===== config.mk =====
export PLATFORM = sky130hd
export DESIGN_NAME = load_store_unit
export DESIGN_NICKNAME = d
export VERILOG_FILES = /design/src/rtl/load_store_unit.sv
export SDC_FILE = /design/constraint.sdc
export NUM_CORES = 1
export LEC_CHECK = 0
export CAP_MARGIN = 30
export CORE_ASPECT_RATIO = 1.75
export CORE_UTILIZATION = 36
export DETAILED_ROUTE_END_ITERATION = 8
export PLACE_DENSITY = 0.81
export REMOVE_ABC_BUFFERS = 1
export SYNTH_ARGS = -nofsm -noshare
export SYNTH_HDL_FRONTEND = slang
export SYNTH_SLANG_ARGS = --single-unit

===== constraint.sdc =====
create_clock -name clk -period 2.2 [get_ports clk]
set_clock_uncertainty 0.1 [all_clocks]
set_input_delay 0.44 -clock clk [delete_from_list [all_inputs] [get_ports clk]]
set_output_delay 0.44 -clock clk [all_outputs]
set_load 0.005 [all_outputs]

===== src/rtl/load_store_unit.sv =====
// Load/store stage: turns ALU effective address + rs2 into data-memory requests and
// formats load data. Optional MISALIGN_TRAP_EN makes misaligned H/W accesses trap.
module load_store_unit #(
  parameter int DMEM_AW      = 14,
  parameter int READ_LATENCY = 1
) (
  input  logic               clk,
  input  logic               rst,
  input  logic               req_valid,
  output logic               req_ready,
  input  logic               is_load,
  input  logic               is_store,
  input  logic [2:0]         funct3,
  input  logic [31:0]        addr,
  input  logic [31:0]        store_data,
  output logic               resp_valid,
  output logic [31:0]        load_data,
  output logic               misaligned,
  output logic               dmem_en,
  output logic [3:0]         dmem_we,
  output logic [DMEM_AW-1:0] dmem_addr,
  output logic [31:0]        dmem_din,
  input  logic [31:0]        dmem_dout
);

  localparam int CW = $clog2(READ_LATENCY + 1);

  typedef enum logic [1:0] {IDLE, LWAIT, RESP} state_t;

  state_t         state, state_n;
  logic [CW-1:0]  cnt;
  logic [2:0]     f3_q;
  logic [1:0]     off_q;
  logic [31:0]    data_q;
  logic           mis_q;

  logic [1:0]     off, eff_off;
  logic           sz_half, sz_word, ld_ok, st_ok, legal, mis;
  logic           accept, access, ld_access;
  logic           addr_unused;

  // Address bits above the memory are deliberately dropped (accesses wrap).
  assign addr_unused = &{1'b0, addr[31:DMEM_AW+2]};

  assign off     = addr[1:0];
  assign sz_half = (funct3[1:0] == 2'b01);
  assign sz_word = (funct3[1:0] == 2'b10);
  assign ld_ok   = !(funct3 == 3'b011 || funct3[2:1] == 2'b11);
  assign st_ok   = !funct3[2] && (funct3[1:0] != 2'b11);
  assign legal   = is_load ? ld_ok : st_ok;

`ifdef MISALIGN_TRAP_EN
  assign mis = legal && ((sz_half && off[0]) || (sz_word && off != 2'b00));
`else
  assign mis = 1'b0;
`endif

  // Without trapping, halves ignore addr[0] and words ignore addr[1:0].
  assign eff_off = sz_half ? {off[1], 1'b0} : (sz_word ? 2'b00 : off);

  assign req_ready = (state == IDLE);
  assign accept    = req_ready && req_valid && (is_load || is_store);
  assign access    = accept && legal && !mis;
  assign ld_access = access && is_load;

  always_comb begin
    dmem_en   = 1'b0;
    dmem_we   = 4'b0000;
    dmem_addr = '0;
    dmem_din  = 32'h0;
    if (access) begin
      dmem_en   = 1'b1;
      dmem_addr = addr[DMEM_AW+1:2];
      if (!is_load) begin
        if (sz_word) begin
          dmem_we  = 4'b1111;
          dmem_din = store_data;
        end else if (sz_half) begin
          dmem_we  = eff_off[1] ? 4'b1100 : 4'b0011;
          dmem_din = {2{store_data[15:0]}};
        end else begin
          dmem_we  = 4'b0001 << eff_off;
          dmem_din = {4{store_data[7:0]}};
        end
      end
    end
  end

  function automatic logic [31:0] fmt(input logic [2:0] f3, input logic [1:0] o,
                                      input logic [31:0] d);
    logic [31:0] sh;
    logic [7:0]  b;
    logic [15:0] h;
    sh = d >> {o, 3'b000};
    b  = sh[7:0];
    h  = o[1] ? d[31:16] : d[15:0];
    case (f3)
      3'b000:  fmt = {{24{b[7]}}, b};
      3'b100:  fmt = {24'h0, b};
      3'b001:  fmt = {{16{h[15]}}, h};
      3'b101:  fmt = {16'h0, h};
      3'b010:  fmt = d;
      default: fmt = 32'h0;
    endcase
  endfunction

  always_comb begin
    state_n = state;
    case (state)
      IDLE:    if (accept) state_n = ld_access ? LWAIT : RESP;
      LWAIT:   if (cnt == CW'(READ_LATENCY)) state_n = RESP;
      RESP:    state_n = IDLE;
      default: state_n = IDLE;
    endcase
  end

  always_ff @(posedge clk) begin
    if (rst) begin
      state  <= IDLE;
      cnt    <= '0;
      f3_q   <= 3'b000;
      off_q  <= 2'b00;
      data_q <= 32'h0;
      mis_q  <= 1'b0;
    end else begin
      state <= state_n;
      case (state)
        IDLE: if (accept) begin
          cnt    <= CW'(1);
          f3_q   <= funct3;
          off_q  <= eff_off;
          data_q <= 32'h0;
          mis_q  <= mis;
        end
        LWAIT: begin
          cnt <= cnt + 1'b1;
          if (cnt == CW'(READ_LATENCY)) data_q <= fmt(f3_q, off_q, dmem_dout);
        end
        default: ;
      endcase
    end
  end

  assign resp_valid = (state == RESP);
  assign load_data  = resp_valid ? data_q : 32'h0;
  assign misaligned = resp_valid && mis_q;

endmodule


-- Yosys cells after proc, flatten, opt, wreduce, memory -nomap -nowiden
Index checks and enable logic that the tools add are counted.
- bits in read-only memories: 0
- latch bits: 0
- logic and storage cells: 63
- bits in writable memories: 0
- bits of input ports: 104
- output and inout port bits: 86
- flip-flop bits (word level): 40
- memories kept: 0
- muxes and demuxes: 26
- multiply operators: 0
- order comparisons: 0
- reductions and logical operators: 16
- divide/modulo/power cells: 0
- $add $sub $neg: 1
- bitwise operators: 0
- shifts and indexed selects: 2
- eq/ne operators: 13
- operators with widths (kind ; count):
    $mux 32 ; 7
    $pmux 32 s5 ; 1
    $pmux 32 s2 ; 1
    $shr 32x5->8 ; 1
    $mux 4 ; 5
    $mux 16 ; 1
    $mux 14 ; 1
    $mux 2 ; 5
    $eq 2x2->1 const B ; 3
    $eq 3x2->1 const B ; 2
    $eq 3x3->1 const B ; 2
    $reduce_and 2->1 ; 3
    $logic_and 1x1->1 ; 5
    $eq 2x1->1 const B ; 2
    $ne 2x2->1 const B ; 2
    $pmux 2 s2 ; 1
    $shl 1x2->4 const A ; 1
    $eq 3x1->1 const B ; 1
    $logic_not 3->1 ; 1
    $mux 1 ; 3
    $reduce_and 3->1 ; 1
    $logic_not 1->1 ; 2
    $logic_not 2->1 ; 1
    $logic_or 1x1->1 ; 2
    other kinds (4) ; 4

-- Logic depth before layout (Yosys ltp)
Gate-level depths: netlist (run 1).
- depth after elaboration: 9
- gate-level depth with buffers: 6
- mapped depth without buffers: 4

-- Least setup slack after synthesis (run 1)
No wires, ideal clock.
- kind: input to output
- start point: in funct3[1]
- end point: out dmem_din[16]
- data required time: 1660 ps
- stages: 4
- setup slack: 61 ps
- data arrival time: 1599 ps
- path through: a211oi_1 > nand2_1 > clkbuf_1 > a21oi_1
- cells in the longest elaborated chain, start to end: 6
- ends and longest elaborated chain (item ; line ; text):
    start, declared ; 13 ; input logic [2:0] funct3,
    $eq 3x2->1 / $eq 2x2->1 (equally long branches) ; 48 ; assign ld_ok = !(funct3 == 3'b011 || funct3[2:1] == 2'b11);
    $logic_or 1x1->1 ; 48 ;
    $logic_not 1->1 ; 48 ;
    $mux 1 ; 50 ; assign legal = is_load ? ld_ok : st_ok;
    $logic_and 1x1->1 ; 63 ; assign access = accept && legal && !mis;
    $mux 32 * ; 71 ; if (access) begin
    end, declared ; 22 ; output logic [31:0] dmem_din,
Every way passes the cells marked *; elsewhere a longest branch is shown, timed or not.

-- Final worst setup path (run 1)
- start point: reg state[1]
- end point: out dmem_din[27]
- cells in the longest elaborated chain, start to end: 5
- ends and longest elaborated chain (item ; line ; text):
    start, declared ; 30 ; state_t state, state_n;
    start signal, assigned ; 126 ; state <= state_n;
    $logic_not 2->1 ; 61 ; assign req_ready = (state == IDLE);
    $logic_and 1x1->1 (2 in a row) ; 62 ; assign accept = req_ready && req_valid && (is_load || is_store);
    $logic_and 1x1->1 ; 63 ;
    $mux 32 ; 71 ;
No other way between the ends.

==> results.sh, run 1 <==
export IMPL_status="finished with violations"
export IMPL_violations="setup timing"
export IMPL_slew_headroom_pct=51.40
export IMPL_slowest_delay_ps=340
export IMPL_place_congestion=0.8917
export IMPL_hold_ws_ps=358.7
export IMPL_clk_pin_slew_worst_paths_ps=60
export IMPL_critPathBufInv=3
export IMPL_post_synth_num_cell_types=40
export IMPL_internal_power_mw=1.725
export IMPL_wl_um=13050
export IMPL_synth_seq_cells=40
export IMPL_coreArea_um2=7567
export IMPL_synth_mux_area_share_pct=5.565
export IMPL_antenna_found_initial=0
export IMPL_synth_edff_count=0
export IMPL_synth_top_family_by_area="simple AND/OR/NAND/NOR gates"
export IMPL_drtPass1Iterations=7
export IMPL_postRouteAntennaNets=0
export IMPL_worstPathMaxFanout=7
export IMPL_pre_cts_ws_ps=-809.8
export IMPL_setup_ws_ps=-24.49
export IMPL_cp_required_ps=1660
export IMPL_tightest_slew_ps=727.2
export IMPL_multi_input_area_um2=2044
export IMPL_hold_path_class="reg -> reg"
export IMPL_maxCapViolCount=0
export IMPL_io_pins=190
export IMPL_placement_rows=42
export IMPL_rsz0062_at_grt="yes"
export IMPL_die_x_um=69.06
export IMPL_diodes=0
export IMPL_cp_top_family="buffers and inverters"
export IMPL_initial_utilization_pct=37.43
export IMPL_power_mw=2.381
export IMPL_vdd_ir_drop_max_uv=308.8
export IMPL_htree_levels=2
export IMPL_synthFlopType="dfxtp_1"
export IMPL_grt_pass1_wl_um=19950
export IMPL_synthAdderAreaFrac_pct=0
export IMPL_period_share_pct=101.1
export IMPL_grt_max_degree=22
export IMPL_cts_buffers=5
export IMPL_p_sw_share_pct=27.52
export IMPL_synth_simple_area_share_pct=30.83
export IMPL_numClockSinks=40
export IMPL_crit_path_start_kind="flip-flop"
export IMPL_switchingPower_uw=655.2
export IMPL_p_seq_share_pct=31.9
export IMPL_fin_nets=697
export IMPL_dieArea_um2=8241
export IMPL_place_hpwl_um=8914
export IMPL_end_kind="primary output"
export IMPL_hold_viol_final=0
export IMPL_grt_use_total_pct=30.50
export IMPL_first_iter_violations=335
export IMPL_cts_tree="yes"
export IMPL_path_cells="nor2_4 -> o211a_4 -> buf_12 -> nand2_4 -> buf_8 -> a211oi_2 -> clkdlybuf4s15_1"
export IMPL_p_per_area_nw_per_um2=433.2
export IMPL_root_buffer="clkbuf_16"
export IMPL_wl_per_cell_um=19.13
export IMPL_final_setup_viol_count=2
export IMPL_fmax_ghz=0.4495
export IMPL_synth_compound_area_share_pct=29.64
export IMPL_yosysSeqAreaShare_pct=28.27
export IMPL_regArea_um2=802.0
export IMPL_clockBufferDepth=2
export IMPL_syn_inst=364
export IMPL_overflow=0
export IMPL_p_comb_share_pct=33.8
export IMPL_avgViaCountPerCell=5.691
export IMPL_port_buffers=172
export IMPL_clk_latency_ps=280
export IMPL_path_class="reg -> out"
export IMPL_syn_area_um2=2833
export IMPL_yosys_warnings=0
export IMPL_layout_min_cycle_time_ps=2224
export IMPL_yosys_area_share_xor_xnor_pct=0.3092
export IMPL_drv_slew=0
export IMPL_fillers=572
export IMPL_power_frac_clock_pct=34.3
export IMPL_vias=3881
export IMPL_drive_above_1_share_pct=32.49
export IMPL_fp_dieH_um=119.3
export IMPL_arrival_ps=1680
export IMPL_async_flop_share_pct=0
export IMPL_syn_to_final_growth_pct=93.99
export IMPL_p_leak_nw=2.724
export IMPL_route_detailed_drc=0
export IMPL_grt_pass1_vias=4063
export IMPL_avgSynthCellArea_um2=7.782
export IMPL_worst_path_max_delay_cell="dfxtp_2"
placed cells by master (no fill, tap or decap), drive strengths merged, types with 2 or more instances in the layout:
cell           instances
a22oi                  6
mux2                   2
mux2i                  9
o21ai                  3
nor2b                 15
and3                  23
nand2                 63
o2bb2ai               14
a21oi                 32
clkbuf                13
nor2                  10
dfxtp                 40
dlymetal6s2s          10
clkdlybuf4s50         82
a221oi                 8
a211oi                19
a2111oi                2
nand2b                 9
clkdlybuf4s15          2
nand3                  8
buf                  120
mux4                   2
bufbuf                 3
a221o                 18
dlygate4sd2           31
and2                  34
area by class of cell:
| cell class | instances | area share (%) |
|---|---|---|
| clock buffer | 6 | 2.345 |
| timing repair buffer | 255 | 43.15 |
| inverter | 1 | 0.06831 |
| multi-input combinational | 290 | 37.20 |
| tap | 88 | 2.004 |
| clock inverter | 2 | 0.6375 |
| sequential | 40 | 14.59 |
timing repair:
action | in CTS | in global routing
cloned | 8 | 0
setup buffers | 16 | 13
hold buffers | 0 | 0
endpoints found under the hold margin | 0 | 0
pin swaps | 5 | 4
setup endpoints to repair | 107 | 46
gates resized for setup | 257 | 47
state kept, by name, summed over array words and instances, names as in the netlist:
name	flops
cnt	1
data_q	32
f3_q	3
off_q	2
state	2
worst reg2reg max path, delay by kind of cell, from the launching register on:
kind	cells	cell delay, ps
and+or+nand+nor	2	1210
AOI/OAI and AO/OA	1	290
DFF	1	390
cells by family after synthesis:
logic type,after synthesis
simple gates,167
compound gates,108
flops,40
buf+inv,34
mux,13
xor+xnor,1
other cells,1
synthesized netlist by cell type (2+ instances only):
cell type | number | share of area [%]
and3_1 | 23 | 5.1
a21oi_1 | 32 | 5.7
o2bb2ai_1 | 14 | 4.3
nor2b_1 | 15 | 3.3
a211oi_1 | 19 | 5.0
a221oi_1 | 8 | 2.5
a22oi_1 | 6 | 1.6
mux2i_1 | 9 | 3.2
a221o_2 | 16 | 6.4
nand2_1 | 63 | 8.3
dfxtp_1 | 40 | 28
nand2b_1 | 9 | 2.0
mux2_2 | 2 | 0.79
nand3_1 | 8 | 1.4
o21ai_0 | 3 | 0.53
nor2_1 | 10 | 1.3
and2_1 | 34 | 7.5
mux4_2 | 2 | 1.6
buf_2 | 8 | 1.4
clkbuf_1 | 19 | 2.5
a221o_1 | 2 | 0.71
buf_1 | 4 | 0.53
worst paths after layout:
| kind | startpoint | end | slack, ps | cells past startpoint |
|---|---|---|---|---|
| setup / recovery | state[1] | dmem_din[27] | -20 | 7 |
| hold / removal | data_q[3] | data_q[3] | 360 | 1 |
| setup reg to reg | f3_q[0] | data_q[27] | 150 | 3 |
| hold reg to reg | data_q[3] | data_q[3] | 360 | 1 |
metrics by stage:
step,TNS [ps],util (%),cell area (µm²),cells
finish,-30.13,72.62,5495,682
global route,-336.2,72.62,5495,682
floorplan,-36810,-,2688,331
CTS,-1247,70.42,5329,672
global placement,-43910,65.24,4937,640
detailed placement,-46480,65.24,4937,640
power by group through the flow:
stage	registers [mW]	clock network [mW]	logic [mW]
after global placement	0.772	0	0.630
final	0.760	0.817	0.804
after CTS	0.758	0.816	0.744
after detailed placement	0.773	0	0.641
after global routing	0.761	0.852	0.848
after floorplan	0.775	0	0.220
metal layers:
metal	GRT usage [%]	vias to the layer above	wire, µm
met3	5.838	65	838
met1	27.70	1781	4253
met2	59.83	241	7203
li1	-	1794	-
met4	18.75	0	754
met5	0	-	0
(Power assumes the default switching activity.)
==> run 2: changes to the inputs <==
Settings changed: ABC_AREA set to 0, REMOVE_ABC_BUFFERS 1 to unset.
==> run 2 against run 1 <==
The run still ends with setup timing left. Non-clock buffer count down 5. Combinational power down 4.6%. Largest cell class unchanged. Utilization fell by 0.48 points.
==> results.sh, run 2 (synthesis results as in run 1) <==
export IMPL_crit_path_start_kind="flip-flop"
export IMPL_coreArea_um2=7567
export IMPL_dieArea_um2=8241
export IMPL_grt_max_degree=27
export IMPL_slowest_delay_ps=350
export IMPL_fin_nets=692
export IMPL_wl_per_cell_um=18.02
export IMPL_drive_above_1_share_pct=32.31
export IMPL_syn_to_final_growth_pct=92.71
export IMPL_overflow=0
export IMPL_power_mw=2.215
export IMPL_hold_path_class="reg -> reg"
export IMPL_cts_tree="yes"
export IMPL_hold_viol_final=0
export IMPL_root_buffer="clkbuf_16"
export IMPL_initial_utilization_pct=37.43
export IMPL_clk_pin_slew_worst_paths_ps=60
export IMPL_tightest_slew_ps=628.8
export IMPL_cp_required_ps=1660
export IMPL_status="finished with violations"
export IMPL_fmax_ghz=0.4541
export IMPL_avgViaCountPerCell=5.632
export IMPL_syn_nets=468
export IMPL_arrival_ps=1660
export IMPL_fp_dieH_um=119.3
export IMPL_fin_tns_setup_ps=-3.931
export IMPL_numClockSinks=40
export IMPL_clockBufferDepth=2
export IMPL_diodes=0
export IMPL_route_detailed_drc=0
export IMPL_grt_use_total_pct=28.46
export IMPL_placement_rows=42
export IMPL_worst_path_max_delay_cell="dfxtp_2"
export IMPL_place_hpwl_um=8611
export IMPL_slew_headroom_pct=57.90
export IMPL_path_cells="nor2_4 -> o211a_4 -> nand2_4 -> buf_6 -> bufbuf_16 -> a21oi_1 -> clkbuf_2"
export IMPL_reg_top3="data_q: 32 flops, f3_q: 3 flops"
export IMPL_largest_register_ffs=32
export IMPL_hold_ws_ps=351.5
export IMPL_die_x_um=69.06
export IMPL_port_buffers=172
export IMPL_path_class="reg -> out"
export IMPL_postRouteAntennaNets=0
export IMPL_maxCapViolCount=0
export IMPL_period_share_pct=100.1
export IMPL_p_per_area_nw_per_um2=405.7
export IMPL_io_pins=190
export IMPL_place_congestion=0.9507
export IMPL_pre_cts_ws_ps=-698.6
export IMPL_grt_pass1_vias=3902
export IMPL_antenna_found_initial=0
export IMPL_setup_ws_ps=-2.014
export IMPL_wl_um=12180
export IMPL_p_leak_nw=2.594
export IMPL_end_kind="primary output"
export IMPL_grt_pass1_wl_um=18870
export IMPL_post_place_cells=646
export IMPL_first_iter_violations=336
export IMPL_layout_min_cycle_time_ps=2202
export IMPL_top_register="data_q"
export IMPL_cts_buffers=5
export IMPL_violations="setup timing"
export IMPL_drv_slew=0
export IMPL_vdd_ir_drop_max_uv=309.4
export IMPL_clk_latency_ps=280
export IMPL_fin_cells=676
export IMPL_vias=3807
export IMPL_final_common_cell="clkdlybuf4s50_1"
export IMPL_worstPathMaxFanout=12
export IMPL_htree_levels=2
export IMPL_layout_common_cells="clkdlybuf4s50_1 (82), nand2_1 (61), buf_4 (59)"
export IMPL_rsz0062_at_grt="yes"
export IMPL_final_setup_viol_count=2
export IMPL_holdBufCountCts=0
export IMPL_drtPass1Iterations=4
[run 2: cell count changes in the layout (fill, tap and decap cells not counted), sizes merged]
cell,delta
bufbuf,-1
buf,-21
bufinv,-1
dlygate4sd2,-14
clkbuf,+12
clkdlybuf4s15,+19
[run 2: final timing paths]
| check | from | to | slack (ps) | cells after the start |
|---|---|---|---|---|
| max | state[1] | dmem_din[16] | -2 | 7 |
| max reg2reg | state[1] | data_q[17] | 270 | 6 |
| min | data_q[8] | data_q[8] | 350 | 1 |
| min reg2reg | data_q[8] | data_q[8] | 350 | 1 |
[run 2: power by group]
part / total, mW / internal (mW) / leakage, nW / switching [mW]
Sequential: 0.760 / 0.741 / 0.324 / 0.0195
Combinational: 0.767 / 0.426 / 2.20 / 0.342
Clock: 0.687 / 0.412 / 0.0667 / 0.275
Total: 2.21 / 1.58 / 2.59 / 0.636
[run 2: layout make-up]
cell class / instances / area [µm²]
clock inverter: 1 / 5.005
tap: 88 / 110.1
multi-input combinational: 290 / 2103
clock buffer: 6 / 128.9
timing repair buffer: 250 / 2306
inverter: 1 / 3.754
sequential: 40 / 802.0
fill: 551 / 2108
[run 2: what timing repair did]
action	CTS	global route
setup endpoints to repair	84	54
setup buffers	15	5
resized for setup	165	126
cloned	4	0
pin swaps	5	5
[run 2: metal layers]
layer	global-route usage [%]	share of wire [%]	routed length [µm]	vias up
li1	-	-	-	1781
met1	28.30	34	4193	1772
met2	51.94	52	6395	214
met3	6.768	7.9	961	40
met4	17.73	5.2	631	0
met5	0	0	0	-
[run 2: stage by stage]
step	instance area, µm²	utilization, %
3_5_place_dp	5020	66.34
6_report	5459	72.14
2_1_floorplan	2833	-
3_3_place_gp	5020	66.34
5_1_grt	5459	72.14
4_1_cts	5405	71.43
[run 2: worst max-delay path: cells and delay by family, from the launching register on]
kind	cells	cell delay (ps)
AOI/OAI and AO/OA	2	320
buffers and inverters	3	530
DFF	1	350
and+or+nand+nor	2	190
